<file path="config.mk">
export PLATFORM = sky130hd
export DESIGN_NAME = mux_scan
export DESIGN_NICKNAME = d
export VERILOG_FILES = /design/src/rtl/mux_scan.sv
export SDC_FILE = /design/constraint.sdc
export NUM_CORES = 1
export LEC_CHECK = 0
export CAP_MARGIN = 20
export CELL_PAD_IN_SITES_DETAIL_PLACEMENT = 0
export CELL_PAD_IN_SITES_GLOBAL_PLACEMENT = 1
export CORE_AREA = 3 3 95 61
export CTS_BUF_LIST = sky130_fd_sc_hd__clkbuf_8
export DETAILED_ROUTE_END_ITERATION = 16
export DIE_AREA = 0 0 98 64
export PLACE_DENSITY = 0.95
export SETUP_SLACK_MARGIN = 0.15
export SYNTH_ARGS = -nofsm -noshare
export SYNTH_HDL_FRONTEND = slang
export SYNTH_SLANG_ARGS = --single-unit
</file>
<file path="constraint.sdc">
create_clock -name clk -period 4.3 [get_ports clk]
set_clock_uncertainty 0.2 [all_clocks]
set_input_delay 0.43 -clock clk [delete_from_list [all_inputs] [get_ports clk]]
set_output_delay 0.43 -clock clk [all_outputs]
set_load 0.01 [all_outputs]
</file>
<file path="src/rtl/mux_scan.sv">
// Registered N:1 bus multiplexer with a manual (switch-selected) mode and an
// auto-scan mode that steps through the channels with a programmable dwell.
module mux_scan #(
  parameter int WIDTH    = 8,
  parameter int CHANNELS = 4,
  parameter int DWELL    = 25000000,
  localparam int SEL_W   = (CHANNELS > 2) ? $clog2(CHANNELS) : 1
) (
  input  logic                      clk,
  input  logic                      reset,
  input  logic [CHANNELS*WIDTH-1:0] data_in,
  input  logic [SEL_W-1:0]          sel,
  input  logic                      mode,
  input  logic                      hold,
  output logic [WIDTH-1:0]          m,
  output logic [SEL_W-1:0]          ch,
  output logic                      valid,
  output logic                      step,
  output logic                      err
);

  localparam int CNT_W = (DWELL > 1) ? $clog2(DWELL) : 1;
  localparam logic [CNT_W-1:0] CNT_LAST = CNT_W'(DWELL - 1);
  localparam logic [SEL_W-1:0] CH_LAST  = SEL_W'(CHANNELS - 1);

  typedef enum logic [1:0] {
    ST_IDLE   = 2'd0,
    ST_MANUAL = 2'd1,
    ST_AUTO   = 2'd2
  } state_t;

  state_t             r_state;
  logic [SEL_W-1:0]   r_ch;
  logic [CNT_W-1:0]   r_cnt;
  logic [WIDTH-1:0]   r_m;
  logic               r_valid;
  logic               r_step;
  logic               r_err;

  state_t             w_state_nxt;
  logic [SEL_W-1:0]   w_ch_nxt;
  logic [CNT_W-1:0]   w_cnt_nxt;
  logic               w_step_nxt;
  logic               w_err_nxt;
  logic               w_sel_ok;
  logic [SEL_W-1:0]   w_ch_wrap;
  logic [WIDTH-1:0]   w_chan [CHANNELS];

  for (genvar k = 0; k < CHANNELS; k++) begin : g_chan
    assign w_chan[k] = data_in[k*WIDTH +: WIDTH];
  end

  // Extra MSB keeps the range check meaningful when CHANNELS is a power of two.
  assign w_sel_ok  = ({1'b0, sel} < (SEL_W+1)'(CHANNELS));
  assign w_ch_wrap = (r_ch == CH_LAST) ? {SEL_W{1'b0}} : (r_ch + SEL_W'(1));

  // Next-state decode: mode is sampled every cycle, hold only matters in auto.
  always_comb begin
    w_state_nxt = r_state;
    w_ch_nxt    = r_ch;
    w_cnt_nxt   = {CNT_W{1'b0}};
    w_step_nxt  = 1'b0;
    w_err_nxt   = 1'b0;
    case (r_state)
      ST_IDLE: begin
        if (mode) begin
          w_state_nxt = ST_AUTO;
        end else begin
          w_state_nxt = ST_MANUAL;
        end
      end
      ST_MANUAL, ST_AUTO: begin
        if (!mode) begin
          w_state_nxt = ST_MANUAL;
          if (w_sel_ok) begin
            w_ch_nxt = sel;
          end else begin
            w_err_nxt = 1'b1;
          end
        end else if (r_state == ST_MANUAL) begin
          w_state_nxt = ST_AUTO;
        end else if (hold) begin
          w_cnt_nxt = r_cnt;
        end else if (r_cnt == CNT_LAST) begin
          w_ch_nxt   = w_ch_wrap;
          w_step_nxt = 1'b1;
        end else begin
          w_cnt_nxt = r_cnt + CNT_W'(1);
        end
      end
      default: begin
        w_state_nxt = ST_IDLE;
      end
    endcase
  end

  // State, counter and output registers; data follows the next channel so m and ch agree.
  always_ff @(posedge clk) begin
    if (reset) begin
      r_state <= ST_IDLE;
      r_ch    <= {SEL_W{1'b0}};
      r_cnt   <= {CNT_W{1'b0}};
      r_m     <= {WIDTH{1'b0}};
      r_valid <= 1'b0;
      r_step  <= 1'b0;
      r_err   <= 1'b0;
    end else begin
      r_state <= w_state_nxt;
      r_ch    <= w_ch_nxt;
      r_cnt   <= w_cnt_nxt;
      r_step  <= w_step_nxt;
      r_err   <= w_err_nxt;
      if ((r_state == ST_MANUAL) || (r_state == ST_AUTO)) begin
        r_m     <= w_chan[w_ch_nxt];
        r_valid <= 1'b1;
      end else begin
        r_m     <= r_m;
        r_valid <= r_valid;
      end
    end
  end

  assign m     = r_m;
  assign ch    = r_ch;
  assign valid = r_valid;
  assign step  = r_step;
  assign err   = r_err;

endmodule

</file>
==> flow_summary.ini <==
[setup_path]
path_delay_family = simple AND/OR/NAND/NOR gates
cpPeakStageDelay_ns = 0.51
worst-path-buf-inv = 1
timing.rr.start = r_state[1]
start_kind = input port
reg2reg_depth = 7
critPathKind = input port to flip-flop
r2r_setup_slack_ns = 1.39
crit_path_start = hold
reg2reg_to = m[7]
critical_path.cell_chain = clkdlybuf4s50_1 -> and4b_2 -> nand3_4 -> o41a_1 -> a221oi_2 -> nand2b_1 -> o221ai_2
required_ns = 4.25
path_max_fanout = 9
cp-end-kind = flip-flop
crit_slowest_cell = clkdlybuf4s50_1
cp.arrival_ns = 2.94

[global_route]
antenna_found_initial = 0
grt_pass1_vias = 1613
grt-ovfl-total = 0
grt_max_degree = 26
grt_util_all_layers_pct = 15.8
grt_pass1_wl_um = 8060

[floorplanning]
core_area_sq_um = 4980
die_area_sq_um = 6270
io_pins = 51
initial_core_util_pct = 40.9
die_y_um = 64
die_w_um = 98
rows = 20

[finish]
fillers = 468
area_growth_pct = 28.4
nNetsFinal = 309
final_cells = 332
finalCoreUtilization_pct = 52.4
drive_gt1_share_pct = 8.27
diodes = 0

[power_and_ir_drop]
power.density_nw_per_um2 = 284
power_mw = 0.741
p_leak_nw = 0.939
intPower_mw = 0.559
power_frac_seq_pct = 51.6
p_switching_mw = 0.182
netSwitchingFraction_pct = 24.5
pwr-share-comb_pct = 18.7
vdd_drop_max_v = 0.000107
clockPowerShare_pct = 29.6

[drt]
drt-pass1-iter-count = 4
via_count = 1666
wl_per_cell_um = 14.1
top_layer = met4
met2_length_um = 1940
ant_nets = 0
met1_length_um = 2540
routed_wl_um = 4690
drc = 0
viasPerCell = 5.02
dr_wl_met3_um = 179
drtIter0Drc = 89

[hold_path]
holdPathStages = 2
hold_path.class = flip-flop to flip-flop
min_to = valid
hp-start = valid

[clock_tree]
post_cts_buffers = 0
cts_buffers = 5
post_cts_resized = 0
cts_root_buf = clkbuf_8
clk_path_buf_depth = 2
htree_num_levels = 2
clk-insertion-delay-late_ns = 0.28
cts.clk_slew.worst_paths_ns = 0.07
cts.sinks = 39
cts_tree = yes
holdBufCountCts = 0

[synth]
syn-num-nets = 262
yosys_warnings = 0
yosys.area.top_type = dfxtp_1
ys_ff_latch = 39
yosys.area.top_type_share_pct = 38.4
syn_area_sq_um = 2030
ys_seq_area_share_pct = 38.4
synthCells = 220
syn_avg_cell_area_sq_um = 9.25
synth_cell_types = 38
ys_top_cells_by_area = dfxtp_1, mux2i_1, nor2_1

[sta]
rsz0062_at_grt = false
max_slew_margin_pct = 44.9
fin_crit_sh_pct = 69.6
finalSetupTns_ns = 0
fin_crit_ns = 2.99
fmax_mhz = 334
drv_slew = 0
hold_viol = 0
finalSetupViolations = 0
tightest_slew_ns = 0.826

[status]
status = complete, no violations

[place]
dp.cells = 326
place.gp.congestion = 0.817
hpwl_um = 3730
port-buffer-count = 49

[flow_run]
maxCapViolCount = 0
layout make-up:
type,instances,area [sq um],share of cell area [%]
Multi-Input combinational cell,167,1160,44.5
Sequential cell,39,781,29.9
Timing Repair Buffer,50,498,19.1
Tap cell,66,82.6,3.16
Clock buffer,5,68.8,2.64
Inverter,4,15.0,0.575
Clock inverter,1,3.75,0.144
cells in the final DEF (no fill, tap or decap), types with 2 or more instances in the layout:
master,n
clkdlybuf4s50_1,49
nor2_1,40
dfxtp_1,39
mux2i_1,17
nand2_1,14
xor2_1,13
nand3_1,12
xnor2_1,11
nand4_1,8
o221ai_2,8
nor2b_1,6
inv_1,5
nor4_1,5
clkbuf_8,5
nor4b_1,4
ha_1,4
nor3_1,3
a21oi_1,2
nor3b_1,2
or2_2,2
and2_1,2
cell families (layout without fill, tap and decap cells):
group / Yosys count / after routing / share of synthesized area (%)
simple gates: 107 / 107 / 27.2
flops: 39 / 39 / 38.4
xor+xnor: 24 / 24 / 10.3
mux: 17 / 17 / 8.36
compound gates: 14 / 14 / 8.61
buf+inv: 14 / 60 / 4.49
fa+ha+maj: 4 / 4 / 2.46
other cells: 1 / 1 / 0.184
stage by stage:
| step | setup WS [ns] | cell area, sq um | hold WS (ns) |
|---|---|---|---|
| 5_1_grt | 1.16 | 2610 | 0.310 |
| 2_1_floorplan | 1.65 | 2030 | 0.272 |
| 3_3_place_gp | 1.09 | 2540 | 0.238 |
| 4_1_cts | 1.31 | 2610 | 0.255 |
| 3_5_place_dp | 1.02 | 2540 | 0.245 |
| 6_report | 1.31 | 2610 | 0.257 |
worst reg2reg max path: stages, from the launching register on:
cell	delay, ns
dfxtp_1	0.35
inv_1	0.05
ha_1	0.38
or2_2	0.33
o41a_1	0.46
a221oi_2	0.36
nand2b_1	0.49
o221ai_2	0.16
flip-flops by register name, summed over array words and instances (netlist names), named ones only:
name	flops
ch	1
m	8
r_cnt	25
r_state	2
step	1
valid	1
cells in the mapped netlist:
master and instances:
nor2_1 40, dfxtp_1 39, mux2i_1 17, nand2_1 14, xor2_1 13, nand3_1 12
xnor2_1 11, nand4_1 8, o221ai_2 8, nor2b_1 6, nor4_1 5, clkbuf_1 4
ha_1 4, inv_1 4, nor4b_1 4, nor3_1 3, a21oi_1 2, and2_1 2
buf_4 2, buf_6 2, nor3b_1 2, or2_2 2, a211oi_2 1, a221oi_2 1
a31oi_1 1, and3_1 1, and4_1 1, and4b_2 1, buf_1 1, buf_12 1
conb_1 1, nand2_2 1, nand2b_1 1, nand3_4 1, nand4_2 1, o41a_1 1
or2_1 1, or3_1 1
worst max path at each step:
stage                end  cells after the start  slack (ns)
floorplan           m[0]                      9        1.65
global placement    m[7]                      7        1.09
detailed placement  m[3]                      7        1.02
CTS                 m[7]                      7        1.31
global route        m[7]                      7        1.16
finish              m[7]                      7        1.31
power by group through the flow:
stage	Clock (mW)	Sequential, mW	Combinational (mW)
after floorplan	0	0.395	0.0703
after global placement	0	0.390	0.138
after detailed placement	0	0.391	0.140
after CTS	0.224	0.383	0.140
after global routing	0.245	0.385	0.152
final	0.220	0.383	0.139
per-layer routing:
| metal | vias up | global-route usage (%) |
|---|---|---|
| met5 | - | 0 |
| met4 | 0 | 3.11 |
| met3 | 2 | 3.38 |
| met2 | 29 | 21.9 |
| met1 | 776 | 24.8 |
| li1 | 859 | - |
No activity file was read; power rests on OpenSTA's default activity.
